`src/rtl/ycbcr_pkg.sv`:
```
// Shared definitions for the 4:4:4 <-> 4:2:2 YCbCr converters.
package ycbcr_pkg;
  localparam int unsigned PIX_W        = 8;
  localparam int unsigned YCBCR422_LAT = 2;

  typedef enum logic {
    PH_EVEN = 1'b0,
    PH_ODD  = 1'b1
  } phase_e;

  typedef struct packed {
    logic [PIX_W-1:0] y;
    logic [PIX_W-1:0] cb;
    logic [PIX_W-1:0] cr;
  } pix444_t;
endpackage

```
`src/rtl/chroma_avg2.sv`:
```
// Rounded two-input average (a+b+1)>>1; the extra sum bit keeps the result in range.
module chroma_avg2
  import ycbcr_pkg::*;
#(
  parameter int unsigned W = PIX_W
) (
  input  logic [W-1:0] a,
  input  logic [W-1:0] b,
  output logic [W-1:0] avg_c
);
  logic [W:0] sum;

  assign sum   = (W+1)'(a) + (W+1)'(b) + (W+1)'(1);
  assign avg_c = sum[W:1];
endmodule

```
`src/rtl/ycbcr444_2_yuv422.sv`:
```
// 4:4:4 to 4:2:2 chroma decimation with a fixed 2-cycle latency.
// YCBCR422_CHROMA_AVG_EN selects pair averaging; otherwise chroma is co-sited on the even pixel.
module ycbcr444_2_yuv422
  import ycbcr_pkg::*;
(
  input  logic             clk,
  input  logic             rst,
  input  logic             i_v_sync,
  input  logic             i_h_sync,
  input  logic             i_de,
  input  logic [PIX_W-1:0] y_in,
  input  logic [PIX_W-1:0] cb_in,
  input  logic [PIX_W-1:0] cr_in,
  output logic             o_v_sync,
  output logic             o_h_sync,
  output logic             o_de,
  output logic [PIX_W-1:0] y_out,
  output logic [PIX_W-1:0] c_out
);
  phase_e           phase, phase_next;
  phase_e           s1_phase;
  logic             s1_de, s1_v, s1_h;
  pix444_t          s1_pix;
  logic [PIX_W-1:0] cr_hold;
  logic [PIX_W-1:0] cb_pair, cr_pair;

  // Phase register: even on idle cycles, toggles per active pixel.
  always_ff @(posedge clk or posedge rst) begin
    if (rst) phase <= PH_EVEN;
    else     phase <= phase_next;
  end

  always_comb begin
    phase_next = PH_EVEN;
    if (i_de) phase_next = (phase == PH_EVEN) ? PH_ODD : PH_EVEN;
  end

`ifdef YCBCR422_CHROMA_AVG_EN
  logic             pair_valid;
  logic [PIX_W-1:0] cb_avg, cr_avg;

  // An even pixel in stage 1 pairs with the odd pixel currently at the input.
  assign pair_valid = s1_de && (s1_phase == PH_EVEN) && i_de;

  chroma_avg2 #(.W(PIX_W)) u_cb_avg (.a(s1_pix.cb), .b(cb_in), .avg_c(cb_avg));
  chroma_avg2 #(.W(PIX_W)) u_cr_avg (.a(s1_pix.cr), .b(cr_in), .avg_c(cr_avg));

  assign cb_pair = pair_valid ? cb_avg : s1_pix.cb;
  assign cr_pair = pair_valid ? cr_avg : s1_pix.cr;
`else
  assign cb_pair = s1_pix.cb;
  assign cr_pair = s1_pix.cr;
`endif

  // Stage 1 capture, then output stage with Cr held for the odd slot.
  always_ff @(posedge clk or posedge rst) begin
    if (rst) begin
      s1_phase <= PH_EVEN;
      s1_de    <= 1'b0;
      s1_v     <= 1'b0;
      s1_h     <= 1'b0;
      s1_pix   <= '0;
      cr_hold  <= '0;
      o_de     <= 1'b0;
      o_v_sync <= 1'b0;
      o_h_sync <= 1'b0;
      y_out    <= '0;
      c_out    <= '0;
    end else begin
      s1_phase <= phase;
      s1_de    <= i_de;
      s1_v     <= i_v_sync;
      s1_h     <= i_h_sync;
      s1_pix   <= '{y: y_in, cb: cb_in, cr: cr_in};
      o_de     <= s1_de;
      o_v_sync <= s1_v;
      o_h_sync <= s1_h;
      y_out    <= s1_de ? s1_pix.y : '0;
      c_out    <= '0;
      if (s1_de) c_out <= (s1_phase == PH_EVEN) ? cb_pair : cr_hold;
      if (s1_de && (s1_phase == PH_EVEN)) cr_hold <= cr_pair;
    end
  end
endmodule

```
`config.mk`:
```
export PLATFORM = sky130hd
export DESIGN_NAME = ycbcr444_2_yuv422
export DESIGN_NICKNAME = d
export VERILOG_FILES = /design/src/rtl/ycbcr_pkg.sv /design/src/rtl/chroma_avg2.sv /design/src/rtl/ycbcr444_2_yuv422.sv
export SDC_FILE = /design/constraint.sdc
export NUM_CORES = 1
export LEC_CHECK = 0
export ABC_AREA = 1
export ABC_CLOCK_PERIOD_IN_PS = 1600
export CORE_ASPECT_RATIO = 0.7
export CORE_UTILIZATION = 42
export DETAILED_ROUTE_END_ITERATION = 16
export PLACE_DENSITY = 0.79
export SYNTH_ARGS = -nofsm -noshare
export SYNTH_HDL_FRONTEND = slang
export SYNTH_HIERARCHICAL = 1
export SYNTH_SLANG_ARGS = --single-unit
```
`constraint.sdc`:
```
create_clock -name clk -period 1.6 [get_ports clk]
set_input_delay 0.24 -clock clk [delete_from_list [all_inputs] [get_ports clk]]
set_output_delay 0.24 -clock clk [all_outputs]
set_load 0.05 [all_outputs]
```
Yosys cells after proc, flatten, opt, wreduce, memory -nomap -nowiden
Index checks and enable logic that the tools add are counted.

Register bits after elaboration: 56. Bits in latches: 0. RAM bits: 0. Memory bits (read-only): 0. Input port bits: 29. Output and inout bits: 19. Word-level logic and storage cells: 21. Memories: 0.

Add/subtract/negate cells: 0. $mul: 0. Div/mod/pow operators: 0. $lt $le $gt $ge: 0. Equal/unequal tests: 0. Shift-type cells: 0. Mux-type cells: 5. Bitwise gates (word level): 1. Reductions and logical operators: 1.

Operators by type and width (count): 8-bit 2-to-1 mux (3); 1-bit 2-to-1 mux (2); 1-bit logical AND (1); 1-bit NOT (1).

Depth between registers and ports, before layout
Gate-level depths: netlist (run 1).

Word-level depth: 2. Mapped depth: 5. Gate-level depth less buffers: 4.

Least setup slack after synthesis (run 1)
OpenSTA, ideal clock, no wires.

Path kind: flip-flop to flip-flop. Start: reg s1_phase. End: reg cr_hold[0]. Setup time: 0.116 ns. Arrival: 0.771 ns. Required time: 1.484 ns. Path slack: 0.712 ns. Stages on the path, launching flop included: 6. Buffers on the path: 1. Period minus slack after synthesis: 0.888 ns. Cells stage by stage: dfrtp_1 -> buf_6 -> inv_2 -> nand2_4 -> nand2_1 -> nand2_1.

Cells in the longest elaborated chain, start to end: 2.

RTL lines: start: declaration (RTL line ycbcr444_2_yuv422.sv:21) `phase_e s1_phase;`; start signal: assignment (RTL line ycbcr444_2_yuv422.sv:70) `s1_phase <= phase;`; 1-bit NOT (RTL line ycbcr444_2_yuv422.sv:81) `if (s1_de && (s1_phase == PH_EVEN)) cr_hold <= cr_pair;`; 1-bit logical AND (RTL line ycbcr444_2_yuv422.sv:81); end signal: assignment (RTL line ycbcr444_2_yuv422.sv:81); end: declaration (RTL line ycbcr444_2_yuv422.sv:24) `logic [PIX_W-1:0] cr_hold;`.

Every way passes these cells. A chain may end at the register's enable or synchronous reset.

Final worst setup path (run 1)
Start: reg c_out[0]. End: out c_out[0].

RTL lines: start: declaration (RTL line ycbcr444_2_yuv422.sv:18) `output logic [PIX_W-1:0] c_out`; start signal: assignment (RTL line ycbcr444_2_yuv422.sv:80) `if (s1_de) c_out <= (s1_phase == PH_EVEN) ? cb_pair : cr_hold;`.

No word-level cell between the ends.

==> results.py, run 1 <==
metrics = {
    "min_path": {
        "hold_path_class": "in -> async",
    },
    "outcome": {
        "status": "finished clean",
    },
    "routing": {
        "drt_first_pass_iters": 4,
        "wire_per_inst_um": 10.3,
        "routed_wl_um": 2590,
        "vias": 1066,
        "drc": 0,
        "drtAntennaViolNets": 0,
        "drtIter0Drc": 32,
        "via_per_inst": 4.23,
    },
    "synth": {
        "netlist_area_sq_um": 1800,
        "ys_seq_elements": 56,
        "synth-xor-area-share_pct": 0,
        "syn_area_per_cell_sq_um": 12.3,
        "mappedNetlistNets": 175,
        "ys_dominant_reg_cell": "dfrtp_1",
        "synth_top_area_share_pct": 77.9,
        "synth_edf_count": 0,
        "yosys.area.top_type": "dfrtp_1",
        "yosys.area_share.adder_pct": 0,
        "synth_compound_area_share_pct": 0,
        "yosys.area_share.simple_pct": 15.0,
        "synth.distinct_cells": 11,
        "synth_commonest_cells": "dfrtp_1, nand2_1, inv_1",
        "ys_warn_count": 6,
        "yosysSeqAreaShare_pct": 77.9,
        "synth_top_family_by_area": "simple AND/OR/NAND/NOR gates",
        "yosysMostFrequentCell": "dfrtp_1",
        "synth.mux.area_fraction_pct": 0,
        "postSynthCellCount": 146,
        "synth_area_leaders": "dfrtp_1, nand2_1, inv_1",
        "async_flop_share_pct": 100,
    },
    "worst_setup_path": {
        "startpoint_type": "flop",
        "cp_num_buf_inv": 1,
        "max_stage_delay_ps": 380,
        "required_ps": 1360,
        "cp-end-kind": "output pin",
        "cp_slowest_cell": "dfrtp_1",
        "crit_family": "flip-flops",
        "path_class": "reg -> out",
        "path_cells": "buf_4",
        "critPathMaxFanout": 1,
        "arrival_ps": 870,
    },
    "sta": {
        "tns_ps": 0,
        "finalSetupViolCount": 0,
        "min_period_ps": 1110,
        "fin_ws_ps": 490,
        "hold_viol_final": 0,
        "grt_setup_unrepaired": "no",
        "period_share_pct": 69.4,
        "slew_viol_final": 0,
        "worst_pin_slew_ps": 442,
        "fmax_ghz": 0.901,
        "relSlewSlack_pct": 70.5,
        "fin_skew_ps": 2.55,
    },
    "power": {
        "cellLeakagePower_nw": 1.25,
        "ir_drop_uv": 650,
        "power_density_nw_per_um2": 1200,
    },
    "cts": {
        "postCtsSetupRepairBufs": 0,
        "clk_pin_slew_ps": 90,
        "cts_tree": "done",
        "cts_buffers": 5,
        "clkSinkCount": 56,
        "htreeDepth": 2,
        "clk_latency_ps": 300,
        "cts_root_buf": "clkbuf_8",
        "hold_buffers": 0,
        "clk_path_buf_depth": 2,
        "cts_repair_resize_count": 0,
    },
    "layout": {
        "antennaDiodeCount": 0,
        "fill_cells": 341,
        "drive_gt1_share_pct": 18.0,
        "fin_nets": 228,
        "syn_to_final_growth_pct": 33.6,
    },
    "global_route": {
        "overflow": 0,
        "grt_pass1_vias": 971,
        "antenna_found_initial": 0,
        "grt_first_pass_wirelength_um": 4310,
        "grt_max_degree": 57,
        "grt.total_usage_pct": 13.3,
    },
    "place": {
        "numPortBuffers": 47,
        "dp_hpwl_um": 1720,
        "detailedPlace.worstSlack_ps": 532,
        "gp_congestion": 0.639,
    },
    "floorplanning": {
        "dieArea_sq_um": 4550,
        "std_cell_rows": 19,
        "die_h_um": 56.8,
        "ios": 48,
        "dieWidth_um": 80.2,
        "core-area_sq_um": 4020,
        "initial_utilization_pct": 44.8,
    },
    "job": {
        "cap_violations": 0,
    },
}
==> registers in the layout, indices dropped and copies added (netlist names) <==
register  count
s1_pix        8
s1_de         1
cb_pair       8
o_de          1
s1_v          1
o_v_sync      1
phase         1
c_out         8
s1_h          1
s1_phase      1
cr_pair       8
y_out         8
cr_hold       8
o_h_sync      1
==> cells in the final DEF (no fill, tap or decap) <==
cell              n
dfrtp_1          56
nand2_1          38
clkdlybuf4s50_1  28
buf_4            22
inv_1            17
nor2_1           17
nand3_1           8
clkbuf_8          7
nand2_2           2
clkinvlp_4        1
inv_2             1
nand2_4           1
bufinv_16         1
buf_12            1
==> cells by family (layout without fill, tap and decap cells) <==
family / Yosys count / count (layout)
buffers and inverters: 24 / 78
AND/OR/NAND/NOR: 66 / 66
flip-flops: 56 / 56
==> power breakdown <==
part	total [mW]	internal, mW	switching [mW]
Combinational	0.364	0.145	0.219
Clock	0.966	0.552	0.414
Sequential	1.55	1.51	0.0429
Total	2.88	2.20	0.677
==> worst reg2reg max path: stages (launching register included) <==
cell and delay [ps]:
dfrtp_1 620, buf_4 240, nand2_1 60, nor2_1 100
==> cell type report <==
type                            count  area [sq um]  share of cell area [%]
Clock buffer                        7          96.3                    4.01
Clock inverter                      1          30.0                    1.25
Inverter                           19          75.1                    3.12
Multi-Input combinational cell     66           270                    11.2
Sequential cell                    56          1400                    58.3
Tap cell                           52          65.1                    2.71
Timing Repair Buffer               51           465                    19.4
==> per-stage QoR <==
step | power (mW) | cells | instance area [sq um] | utilization (%) | hold slack (ps)
floorplan | 1.80 | 146 | 1800 | - | 271
CTS | 2.93 | 252 | 2400 | 59.8 | 339
detailed placement | 1.95 | 244 | 2280 | 56.7 | 338
finish | 2.88 | 252 | 2400 | 59.8 | 328
global route | 3.03 | 252 | 2400 | 59.8 | 347
global placement | 1.94 | 244 | 2280 | 56.7 | 335
==> layer usage <==
layer  GRT usage (%)  vias to the layer above  routed length, um
li1                -                      528                  -
met1            16.1                      502               1160
met2            19.8                       30               1170
met3            7.48                        6                212
met4            5.36                        0                 48
met5               0                        -                  0
==> path summary, 6_finish.rpt <==
check	startpoint	endpoint	slack [ps]	cells past startpoint
worst max-delay path	c_out[0]	c_out[0]	490	1
worst min register to register	s1_v	o_v_sync	350	0
max in group asynchronous	rst	cr_hold[2]	1020	3
min in group clk	s1_v	o_v_sync	350	0
worst max register to register	s1_de	c_out[4]	510	3
worst min-delay path	rst	cr_pair[3]	330	3
Power figures use the tool's default switching activity.
==> inputs of run 2 (changes only) <==
ABC_CLOCK_PERIOD_IN_PS = 1100   (was 1600)
CORE_UTILIZATION = 47   (was 42)
PLACE_DENSITY = 0.83   (was 0.79)
clock period = 1.1 ns   (was 1.6 ns; I/O delays follow)
==> run 2 against run 1 <==
  * Sequential power grew 47%
  * Die area shrank 10%
  * Worst setup slack lost 450 ps
  * Design area grew 8.3%
  * Non-clock buffer count is the same
  * Via count grew 1.2%
  * Critical path depth is the same
  * Clock skew grew 4.6 ps
  * Total power grew 39%
  * Hold slack lost 52 ps
  * First-iteration DRC count grew 13%
  * Critical path type unchanged
  * Largest cell class unchanged
==> results.py, run 2 (same netlist as run 1, synthesis figures left out) <==
metrics = {
    "outcome": {
        "status": "finished clean",
    },
    "sta": {
        "slew_viol_final": 0,
        "min_period_ps": 1060,
        "worst_pin_slew_ps": 276,
        "hold_viol_final": 0,
        "finalSetupViolCount": 0,
        "tns_ps": 0,
        "grt_setup_unrepaired": "no",
        "fmax_ghz": 0.945,
        "relSlewSlack_pct": 81.6,
        "fin_skew_ps": 7.18,
        "period_share_pct": 96.2,
    },
    "place": {
        "gp_congestion": 0.746,
        "dp_hpwl_um": 2130,
        "dpl.cell_count": 242,
        "numPortBuffers": 47,
    },
    "worst_setup_path": {
        "cp_slowest_cell": "dfrtp_1",
        "cp-end-kind": "output pin",
        "max_stage_delay_ps": 430,
        "startpoint_type": "flop",
        "arrival_ps": 890,
        "path_class": "reg -> out",
        "path_cells": "buf_12",
        "crit_family": "flip-flops",
        "crit_start": "o_de",
        "critPathMaxFanout": 1,
        "rr_startpoint": "s1_de",
        "required_ps": 940,
        "cp_num_buf_inv": 1,
    },
    "floorplanning": {
        "dieArea_sq_um": 4080,
        "initial_utilization_pct": 50.2,
        "std_cell_rows": 18,
        "ios": 48,
        "core-area_sq_um": 3580,
        "dieWidth_um": 76.0,
        "die_h_um": 53.8,
    },
    "cts": {
        "clk_path_buf_depth": 2,
        "cts_tree": "done",
        "cts_repair_resize_count": 0,
        "cts_buffers": 5,
        "hold_buffers": 0,
        "cts_root_buf": "clkbuf_8",
        "htreeDepth": 2,
        "clk_pin_slew_ps": 90,
        "clk_latency_ps": 300,
        "clkSinkCount": 56,
        "postCtsSetupRepairBufs": 0,
    },
    "routing": {
        "drt_first_pass_iters": 4,
        "drtIter0Drc": 36,
        "via_per_inst": 4.32,
        "wire_per_inst_um": 11.6,
        "routed_wl_um": 2890,
        "drtAntennaViolNets": 0,
        "drc": 0,
        "vias": 1079,
    },
    "power": {
        "cellLeakagePower_nw": 1.29,
        "power_density_nw_per_um2": 1540,
        "ir_drop_uv": 836,
    },
    "layout": {
        "syn_to_final_growth_pct": 44.6,
        "stdcell_count": 250,
        "drive_gt1_share_pct": 18.0,
        "final_common_cell": "dfrtp_1",
        "final_cell_mix": "dfrtp_1, nand2_1, clkdlybuf4s50_1",
        "fin_nets": 228,
        "fill_cells": 223,
        "antennaDiodeCount": 0,
    },
    "global_route": {
        "grt.total_usage_pct": 16.6,
        "antenna_found_initial": 0,
        "grt_pass1_vias": 1077,
        "grt_max_degree": 57,
        "grt_first_pass_wirelength_um": 4890,
        "overflow": 0,
    },
    "min_path": {
        "hold_path_class": "in -> async",
    },
    "job": {
        "cap_violations": 0,
    },
}
-- run 2: through the flow --
stage / utilization [%] / hold slack [ps] / area, sq um / total power, mW / worst slack (ps)
6_report: 72.7 / 276 / 2600 / 4.00 / 41.8
5_1_grt: 72.7 / 280 / 2600 / 4.18 / 9.56
4_1_cts: 72.6 / 281 / 2600 / 4.05 / 25.8
3_5_place_dp: 70.2 / 335 / 2510 / 2.98 / 45.5
3_3_place_gp: 70.2 / 336 / 2510 / 2.96 / 148
2_1_floorplan: - / 196 / 1800 / 2.62 / 212
-- run 2: final timing paths --
kind,endpoint,slack [ps],cells past startpoint
setup / recovery,o_de,40,1
hold / removal,y_out[2],280,3
setup reg to reg,c_out[6],160,3
hold reg to reg,o_h_sync,350,0
max in group asynchronous,s1_de,580,3
min in group clk,s1_pix[17],290,1
-- run 2: layout make-up --
type,instances,area (sq um),area share (%)
sequential,56,1400,53.9
timing repair buffer,51,703,27.0
multi-input combinational,66,270,10.4
inverter,19,75.1,2.88
clock buffer,6,72.6,2.79
tap,50,62.6,2.40
clock inverter,2,16.3,0.625
-- run 2: layer usage --
layer  track usage (%)  wire (um)  up-vias
li1                  -          -      531
met3              5.93        178        8
met2              25.6       1370       36
met5                 0          0        -
met1              21.0       1280      504
met4              9.62         61        0
-- run 2: report_power, final --
part / switching [mW] / leakage, nW / internal (mW)
sequential: 0.0826 / 0.678 / 2.20
clock: 0.617 / 0.0414 / 0.453
combinational: 0.330 / 0.575 / 0.324
total: 1.03 / 1.29 / 2.97
